### src/rtl/button_debounce_pulse_if.sv
// Button conditioning signal bundle: raw level in, debounced level and event pulses out.
interface button_debounce_pulse_if;
  logic button_raw;
  logic pressed;
  logic press_pulse;
  logic release_pulse;
  logic long_pulse;

  modport master (
    output button_raw,
    input  pressed,
    input  press_pulse,
    input  release_pulse,
    input  long_pulse
  );

  modport slave (
    input  button_raw,
    output pressed,
    output press_pulse,
    output release_pulse,
    output long_pulse
  );
endinterface

### src/rtl/button_debounce_pulse.sv
// Pushbutton conditioner: 2-flop synchronizer, debounce FSM, registered press/release/long-press pulses.
module button_debounce_pulse #(
  parameter int unsigned DEBOUNCE_CYCLES = 1000000,
  parameter int unsigned LONG_CYCLES     = 100000000,
  parameter int unsigned CNT_WIDTH       = 27
) (
  input  logic                    clk,
  input  logic                    rst,
  button_debounce_pulse_if.slave  bus
);

  typedef enum logic [1:0] {
    IDLE,
    PRESS_WAIT,
    HELD,
    RELEASE_WAIT
  } state_t;

  localparam logic [CNT_WIDTH-1:0] DEB_LAST  = CNT_WIDTH'(DEBOUNCE_CYCLES - 1);
  localparam logic [CNT_WIDTH-1:0] LONG_LAST = CNT_WIDTH'(LONG_CYCLES - 1);
  localparam logic [CNT_WIDTH-1:0] CNT_ONE   = CNT_WIDTH'(1);

  logic                 r_s1;
  logic                 r_s2;
  state_t               r_state;
  logic [CNT_WIDTH-1:0] r_deb_cnt;
  logic [CNT_WIDTH-1:0] r_hold_cnt;
  logic                 r_long_done;
  logic                 r_pressed;
  logic                 r_press_pulse;
  logic                 r_release_pulse;
  logic                 r_long_pulse;

  state_t               w_state;
  logic [CNT_WIDTH-1:0] w_deb_cnt;
  logic [CNT_WIDTH-1:0] w_hold_cnt;
  logic                 w_long_done;
  logic                 w_pressed;
  logic                 w_press_pulse;
  logic                 w_release_pulse;
  logic                 w_long_pulse;
  logic                 w_sync;

  assign w_sync = r_s2;

  always_comb begin
    w_state         = r_state;
    w_deb_cnt       = r_deb_cnt;
    w_hold_cnt      = r_hold_cnt;
    w_long_done     = r_long_done;
    w_pressed       = r_pressed;
    w_press_pulse   = 1'b0;
    w_release_pulse = 1'b0;
    w_long_pulse    = 1'b0;

    unique case (r_state)
      IDLE: begin
        if (w_sync) begin
          w_state   = PRESS_WAIT;
          w_deb_cnt = CNT_ONE;
        end
      end

      PRESS_WAIT: begin
        if (!w_sync) begin
          w_state   = IDLE;
          w_deb_cnt = '0;
        end else if (r_deb_cnt == DEB_LAST) begin
          w_state       = HELD;
          w_pressed     = 1'b1;
          w_press_pulse = 1'b1;
          w_hold_cnt    = '0;
          w_long_done   = 1'b0;
          w_deb_cnt     = '0;
        end else begin
          w_deb_cnt = r_deb_cnt + CNT_ONE;
        end
      end

      // Release detection outranks the long-press fire; hold_cnt stays frozen while bouncing.
      HELD: begin
        if (!w_sync) begin
          w_state   = RELEASE_WAIT;
          w_deb_cnt = CNT_ONE;
        end else if (!r_long_done && (r_hold_cnt == LONG_LAST)) begin
          w_long_pulse = 1'b1;
          w_long_done  = 1'b1;
        end else if (!r_long_done) begin
          w_hold_cnt = r_hold_cnt + CNT_ONE;
        end
      end

      RELEASE_WAIT: begin
        if (w_sync) begin
          w_state   = HELD;
          w_deb_cnt = '0;
        end else if (r_deb_cnt == DEB_LAST) begin
          w_state         = IDLE;
          w_pressed       = 1'b0;
          w_release_pulse = 1'b1;
          w_hold_cnt      = '0;
          w_long_done     = 1'b0;
          w_deb_cnt       = '0;
        end else begin
          w_deb_cnt = r_deb_cnt + CNT_ONE;
        end
      end

      default: begin
        w_state = IDLE;
      end
    endcase
  end

  always_ff @(posedge clk) begin
    if (rst) begin
      r_s1            <= 1'b0;
      r_s2            <= 1'b0;
      r_state         <= IDLE;
      r_deb_cnt       <= '0;
      r_hold_cnt      <= '0;
      r_long_done     <= 1'b0;
      r_pressed       <= 1'b0;
      r_press_pulse   <= 1'b0;
      r_release_pulse <= 1'b0;
      r_long_pulse    <= 1'b0;
    end else begin
      r_s1            <= bus.button_raw;
      r_s2            <= r_s1;
      r_state         <= w_state;
      r_deb_cnt       <= w_deb_cnt;
      r_hold_cnt      <= w_hold_cnt;
      r_long_done     <= w_long_done;
      r_pressed       <= w_pressed;
      r_press_pulse   <= w_press_pulse;
      r_release_pulse <= w_release_pulse;
      r_long_pulse    <= w_long_pulse;
    end
  end

  assign bus.pressed       = r_pressed;
  assign bus.press_pulse   = r_press_pulse;
  assign bus.release_pulse = r_release_pulse;
  assign bus.long_pulse    = r_long_pulse;

endmodule

### src/flat_wrapper.sv
// flat-port wrapper written by rule: the top's interface ports become plain ports
module button_debounce_pulse_flat 
#(
  parameter int unsigned DEBOUNCE_CYCLES = 1000000,
  parameter int unsigned LONG_CYCLES     = 100000000,
  parameter int unsigned CNT_WIDTH       = 27
)
  (clk, rst, bus_button_raw, bus_pressed, bus_press_pulse, bus_release_pulse, bus_long_pulse);
  button_debounce_pulse_if bus_i ();
  input  logic clk;
  input  logic rst;
  input wire logic [$bits(bus_i.button_raw)-1:0] bus_button_raw;
  output wire logic [$bits(bus_i.pressed)-1:0] bus_pressed;
  output wire logic [$bits(bus_i.press_pulse)-1:0] bus_press_pulse;
  output wire logic [$bits(bus_i.release_pulse)-1:0] bus_release_pulse;
  output wire logic [$bits(bus_i.long_pulse)-1:0] bus_long_pulse;
  assign bus_i.button_raw = bus_button_raw;
  assign bus_pressed = bus_i.pressed;
  assign bus_press_pulse = bus_i.press_pulse;
  assign bus_release_pulse = bus_i.release_pulse;
  assign bus_long_pulse = bus_i.long_pulse;
  button_debounce_pulse #(.DEBOUNCE_CYCLES(DEBOUNCE_CYCLES), .LONG_CYCLES(LONG_CYCLES), .CNT_WIDTH(CNT_WIDTH)) u_core (.clk(clk), .rst(rst), .bus(bus_i));
endmodule
### config.mk
export PLATFORM = sky130hd
export DESIGN_NAME = button_debounce_pulse_flat
export DESIGN_NICKNAME = d
export VERILOG_FILES = /design/src/rtl/button_debounce_pulse_if.sv /design/src/rtl/button_debounce_pulse.sv /design/src/flat_wrapper.sv
export SDC_FILE = /design/constraint.sdc
export NUM_CORES = 1
export LEC_CHECK = 0
export ABC_AREA = 1
export BUFFER_PORTS_ARGS = -buffer_cell sky130_fd_sc_hd__buf_2
export CAP_MARGIN = 20
export CORE_AREA = 2 2 88 90
export DETAILED_ROUTE_END_ITERATION = 12
export DIE_AREA = 0 0 90 92
export GPL_TIMING_DRIVEN = 0
export PLACE_DENSITY = 0.71
export RECOVER_POWER = 25
export SYNTH_ARGS = -nofsm -noshare
export SYNTH_HDL_FRONTEND = slang
export SYNTH_SLANG_ARGS = --single-unit
### constraint.sdc
create_clock -name clk -period 4.5 [get_ports clk]
set_clock_uncertainty 0.05 [all_clocks]
set_input_delay 0.225 -clock clk [delete_from_list [all_inputs] [get_ports clk]]
set_output_delay 0.225 -clock clk [all_outputs]
set_load 0.02 [all_outputs]
## After elaboration in Yosys (flattened, before gate mapping)

Index checks and enable logic that the tools add are counted.

- Reduce and logical (&&, ||, !) cells: 13
- Bitwise logic cells: 4
- $add $sub $neg: 2
- Eq/ne operators: 17
- Muxes and demuxes: 33

Operators by type and width:

| cell | number |
|---|---|
| $mux 27 | 11 |
| $pmux 27 s4 | 1 |
| $pmux 27 s3 | 1 |
| $add 27x1->27 const B | 2 |
| $eq 27x20->1 const B | 1 |
| $eq 27x27->1 const B | 1 |
| $mux 2 | 6 |
| $ne 2x1->1 const B | 6 |
| $mux 1 | 11 |
| $reduce_and 5->1 | 2 |
| $reduce_or 3->1 | 3 |
| $ne 2x2->1 const B | 4 |
| $pmux 2 s4 | 1 |
| $reduce_and 6->1 | 1 |
| $eq 2x2->1 const B | 2 |
| $not 1->1 | 4 |
| $reduce_and 4->1 | 1 |
| $ne 3x1->1 const B | 1 |
| $ne 3x3->1 const B | 1 |
| $pmux 1 s3 | 1 |
| $reduce_bool 3->1 | 1 |
| $eq 2x1->1 const B | 1 |
| $logic_not 2->1 | 1 |
| $pmux 1 s2 | 1 |
| 4 further kinds | 4 |

- Logic and storage cells: 79
- Input port bits: 3
- Flip-flop bits (word level): 63

## Depth between registers and ports, before layout

- Depth in word-level cells: 5
- Gate-level depth with buffers: 14
- Gate-level depth less buffers: 12

## Worst setup path after synthesis

No wires, ideal clock.

- Kind: register -> register
- From: reg u_core.r_hold_cnt[0]
- To: reg u_core.r_hold_cnt[17]
- Data required time: 4.382 ns
- Setup time: 0.068 ns
- Path buffers: 1
- Stages on the path, launching flop included: 13
- Slack: 2.756 ns
- Arrival: 1.626 ns
- Period minus slack after synthesis: 1.744 ns
- Cells stage by stage: dfxtp_1 -> ha_1 -> inv_1 -> nor2_4 -> nand2_4 -> inv_2 -> nand3_2 -> nand2_2 -> nand2_4 -> nand2_4 -> buf_6 -> nand2_1 -> a21oi_2

- Cells in the longest elaborated chain, start to end: 5

Ends and longest elaborated chain:

| item | RTL line | text |
|---|---|---|
| start, declared | button_debounce_pulse.sv:27 | `logic [CNT_WIDTH-1:0] r_hold_cnt;` |
| start signal, assigned | button_debounce_pulse.sv:132 | `r_hold_cnt <= w_hold_cnt;` |
| $add 27x1->27 | button_debounce_pulse.sv:89 | `w_hold_cnt = r_hold_cnt + CNT_ONE;` |
| $mux 27 | button_debounce_pulse.sv:88 | `end else if (!r_long_done) begin` |
| $mux 27 | button_debounce_pulse.sv:85 | `end else if (!r_long_done && (r_hold_cnt == LONG_LAST)) begin` |
| $mux 27 | button_debounce_pulse.sv:82 | `if (!w_sync) begin` |
| $pmux 27 s3 | button_debounce_pulse.sv:56 | `unique case (r_state)` |

Several ways; a longest one is shown, not always the timed one. The select of a mux whose other input is x is not followed.
A chain may end at the register's enable or synchronous reset.

## Worst setup path in the final report

- From: reg u_core.r_deb_cnt[0]
- To: reg u_core.r_deb_cnt[21]

- Cells in the longest elaborated chain, start to end: 4

Ends and longest elaborated chain:

| item | RTL line | text |
|---|---|---|
| start, declared | button_debounce_pulse.sv:26 | `logic [CNT_WIDTH-1:0] r_deb_cnt;` |
| start signal, assigned | button_debounce_pulse.sv:131 | `r_deb_cnt <= w_deb_cnt;` |
| $add 27x1->27 or $eq 27x20->1 (tied branches) | n/a |  |
| $mux 27 * | button_debounce_pulse.sv:68, button_debounce_pulse.sv:97 |  |
| $mux 27, on equally long branches | button_debounce_pulse.sv:94, button_debounce_pulse.sv:65 |  |
| $pmux 27 s4 * | button_debounce_pulse.sv:56 |  |

Mark *: on every way between the ends. The rest lies on a longest branch, timed or not.

==> flow_summary.yaml <==
outcome:
  outcome: "complete, no violations"
cts:
  root_buffer: "clkbuf_8"
  clockBufferDepth: 2
  cts-hold-fix-buffers: 0
  clock_latency_ns: 0.35
  cts.repair.resized: 0
  htreeDepth: 3
  clock-sinks: 63
  postCtsSetupBuffers: 0
  numCtsBuffers: 9
  cts_tree: "done"
  path_clk_slew_ns: 0.07
cells_and_area:
  drive_gt1_share_pct: 5.92
  n_fill_cell: 804
  n_antenna_cell: 0
  ff_latch_area_um2: 1260
  utilization_pct: 59.7
  syn_to_final_growth_pct: 8.46
  fin_nets: 710
  multi_input_area_um2: 2380
floorplanning:
  die_w_um: 90
  fp.coreArea_um2: 7450
  ios: 7
  initial_utilization_pct: 55.0
  fp-row-count: 32
  die-area_um2: 8280
  dieHeight_um: 92
logic_synthesis:
  synth.distinct_cells: 36
  synth_most_common_cell: "nand2_1"
  synth_cells: 689
  ys_ff_latch: 63
  synthMuxAreaShare_pct: 0
  synth_edf_count: 0
  synth_top_family_by_area: "simple AND/OR/NAND/NOR gates"
  synth.top_cell.area_share_pct: 30.8
  yosys.area.top_type: "dfxtp_1"
  syn_area_um2: 4100
  yosys_most_used_dff: "dfxtp_1"
  synth_seq_area_share_pct: 30.8
  ys_warn_count: 0
  yosys-top-cells-area: "dfxtp_1 (31%), nand2_1 (18%), nor2_1 (12%)"
  syn_area_per_cell_um2: 5.95
  synthXorXnorAreaFrac_pct: 2.35
  synth-simple-area-share_pct: 47.0
  synth-async-reset-ratio_pct: 0
  synth_fa_ha_area_share_pct: 0.611
  synth_compound_area_share_pct: 9.13
  syn-num-nets: 694
  ys_top_cells_by_count: "nand2_1 (198), nor2_1 (126), inv_1 (76)"
setup_path:
  critPathTopFamily: "simple AND/OR/NAND/NOR gates"
  end_kind: "register"
  endpoint: "u_core.r_deb_cnt[21]"
  path_depth: 11
  cp_slowest_stage_delay_ns: 0.47
  slowest_stage: "clkbuf_1"
  crit_top_cell: "nor2_1"
  worst-r2r-setup-slack_ns: 1.97
  reg2reg_depth: 11
  worst_r2r_startpoint: "u_core.r_deb_cnt[0]"
  cp.required_ns: 4.69
  crit_arrival_ns: 2.73
  crit_buf_inv: 1
  startpoint: "u_core.r_deb_cnt[0]"
  critical_path_class: "reg2reg"
  crit_path_start_kind: "register"
  crit_chain: "ha_1, nand2_2, nor2_1, nand3_1, nor2_1, nand2_1, nand2_1, clkbuf_1, o21ai_0, nor2_1, nor2_1"
  r2r_end: "u_core.r_deb_cnt[21]"
  cp_max_fo: 10
route:
  drtIter0Drc: 178
  drc_errors: 0
  dr.pass1.iters: 5
  vias: 4367
  routed_wl_mm: 11.2
  ant_nets: 0
  viasPerCell: 5.38
  routedWlPerCell_um: 13.8
timing:
  rsz0062_at_grt: "no"
  finalSetupViolations: 0
  finalCritPeriodShare_pct: 56.3
  finalHoldViolCount: 0
  fmax_mhz: 395
  slew_violations: 0
  tightest_slew_ns: 0.628
  fin_tns_setup_ns: 0
  slew_headroom_pct: 58.1
  period_minus_slack_ns: 2.53
hold_path:
  hold_path.class: "in2reg"
placed_design:
  hpwl_mm: 8.20
  io_buffers: 5
  gp_congestion: 0.995
global_routing:
  grt_pass1_wl_mm: 18.5
  grt_max_degree: 12
  grt_pass1_vias: 4017
  grt-ovfl-total: 0
  antenna_found_initial: 0
  grt_usage_pct: 27.7
power_and_ir_drop:
  power.static_leakage_nw: 1.61
  power.share.sequential_pct: 43.7
  p_sw_uw: 356
  p_comb_share_pct: 11.1
  ir_worst_vdd_uv: 138
  switching_share_pct: 27.3
  p_per_area_nw_per_um2: 294
  pwr-share-clk_pct: 45.2
  cellInternalPower_uw: 950
flow_run:
  maxCapViolations: 0
==> worst register-to-register path: stages, from the launching register on <==
cell and delay, ns:
dfxtp_1 0.38, ha_1 0.29, nand2_2 0.07, nor2_1 0.21
nand3_1 0.25, nor2_1 0.16, nand2_1 0.07, nand2_1 0.07
clkbuf_1 0.47, o21ai_0 0.24, nor2_1 0.12, nor2_1 0.04
==> layout make-up <==
type | instances | area share [%]
inverter | 78 | 6.59
clock inverter | 4 | 1.72
timing repair buffer | 5 | 0.450
sequential | 63 | 28.4
clock buffer | 12 | 3.72
buffer | 22 | 2.73
tap | 102 | 2.87
multi-input combinational | 526 | 53.5
==> per-layer routing <==
metal,share of wire [%],up-vias,GRT usage [%]
met4,3.9,0,13.1
met3,4.7,38,4.77
li1,-,2221,-
met1,41,1992,30.0
met2,51,116,52.3
met5,0,-,0
==> sequential cells by signal (all words and copies together), names as in the netlist, named ones only <==
| name | flops |
|---|---|
| u_core.bus.release_pulse | 1 |
| u_core.bus.press_pulse | 1 |
| u_core.bus.long_pulse | 1 |
| u_core.r_long_done | 1 |
| u_core.bus.pressed | 1 |
| u_core.r_s1 | 1 |
| u_core.r_s2 | 1 |
| u_core.r_deb_cnt | 27 |
| u_core.r_state | 1 |
| u_core.r_hold_cnt | 27 |
==> worst min path at each step <==
stage,startpoint,cells after the start,end
global route,bus_button_raw,3,u_core.r_s1
CTS,bus_button_raw,3,u_core.r_s1
finish,bus_button_raw,3,u_core.r_s1
global placement,u_core.r_s1,2,u_core.r_s2
detailed placement,u_core.r_s1,2,u_core.r_s2
floorplan,bus_button_raw,2,u_core.r_s1
==> cell families (layout without fill, tap and decap cells) <==
logic type                 Yosys count  count (layout)
DFF                                 63              63
AOI/OAI and AO/OA                   68              68
adders and majority gates            2               2
buffers and inverters              100             121
xor gates and xnor gates            11              11
and+or+nand+nor                    445             445
==> stage by stage <==
step                      setup WS, ns  hold slack (ns)  total power, mW  std cells  instance area [um^2]
after CTS                         2.38           0.0297             1.32        812                  4490
after global placement            2.43            0.340            0.725        796                  4250
after global routing              1.75           0.0595             1.35        812                  4440
after detailed placement          2.39            0.347            0.728        796                  4250
after floorplan                   2.76            0.282            0.678        689                  4100
final                             1.97           0.0341             1.31        812                  4440
==> cells in the final DEF (no fill, tap or decap), types with 7 or more instances in the layout <==
| cell type | netlist | layout |
|---|---|---|
| nand2_1 | 198 | 198 |
| nor2_1 | 126 | 129 |
| inv_1 | 76 | 76 |
| nand3_1 | 73 | 75 |
| dfxtp_1 | 63 | 63 |
| a21oi_1 | 39 | 39 |
| clkbuf_1 | 12 | 18 |
| o21ai_0 | 17 | 17 |
| nand4_1 | 16 | 16 |
| clkbuf_8 | 0 | 12 |
| xor2_1 | 8 | 8 |
| nor3_1 | 7 | 7 |
==> power groups by stage <==
stage	Clock, mW	Sequential (mW)	Combinational (mW)
2_1_floorplan	0	0.581	0.0964
3_3_place_gp	0	0.583	0.142
3_5_place_dp	0	0.584	0.144
4_1_cts	0.601	0.571	0.144
5_1_grt	0.615	0.572	0.158
6_report	0.590	0.571	0.145
Note: power is estimated with default switching activity, not from simulation.
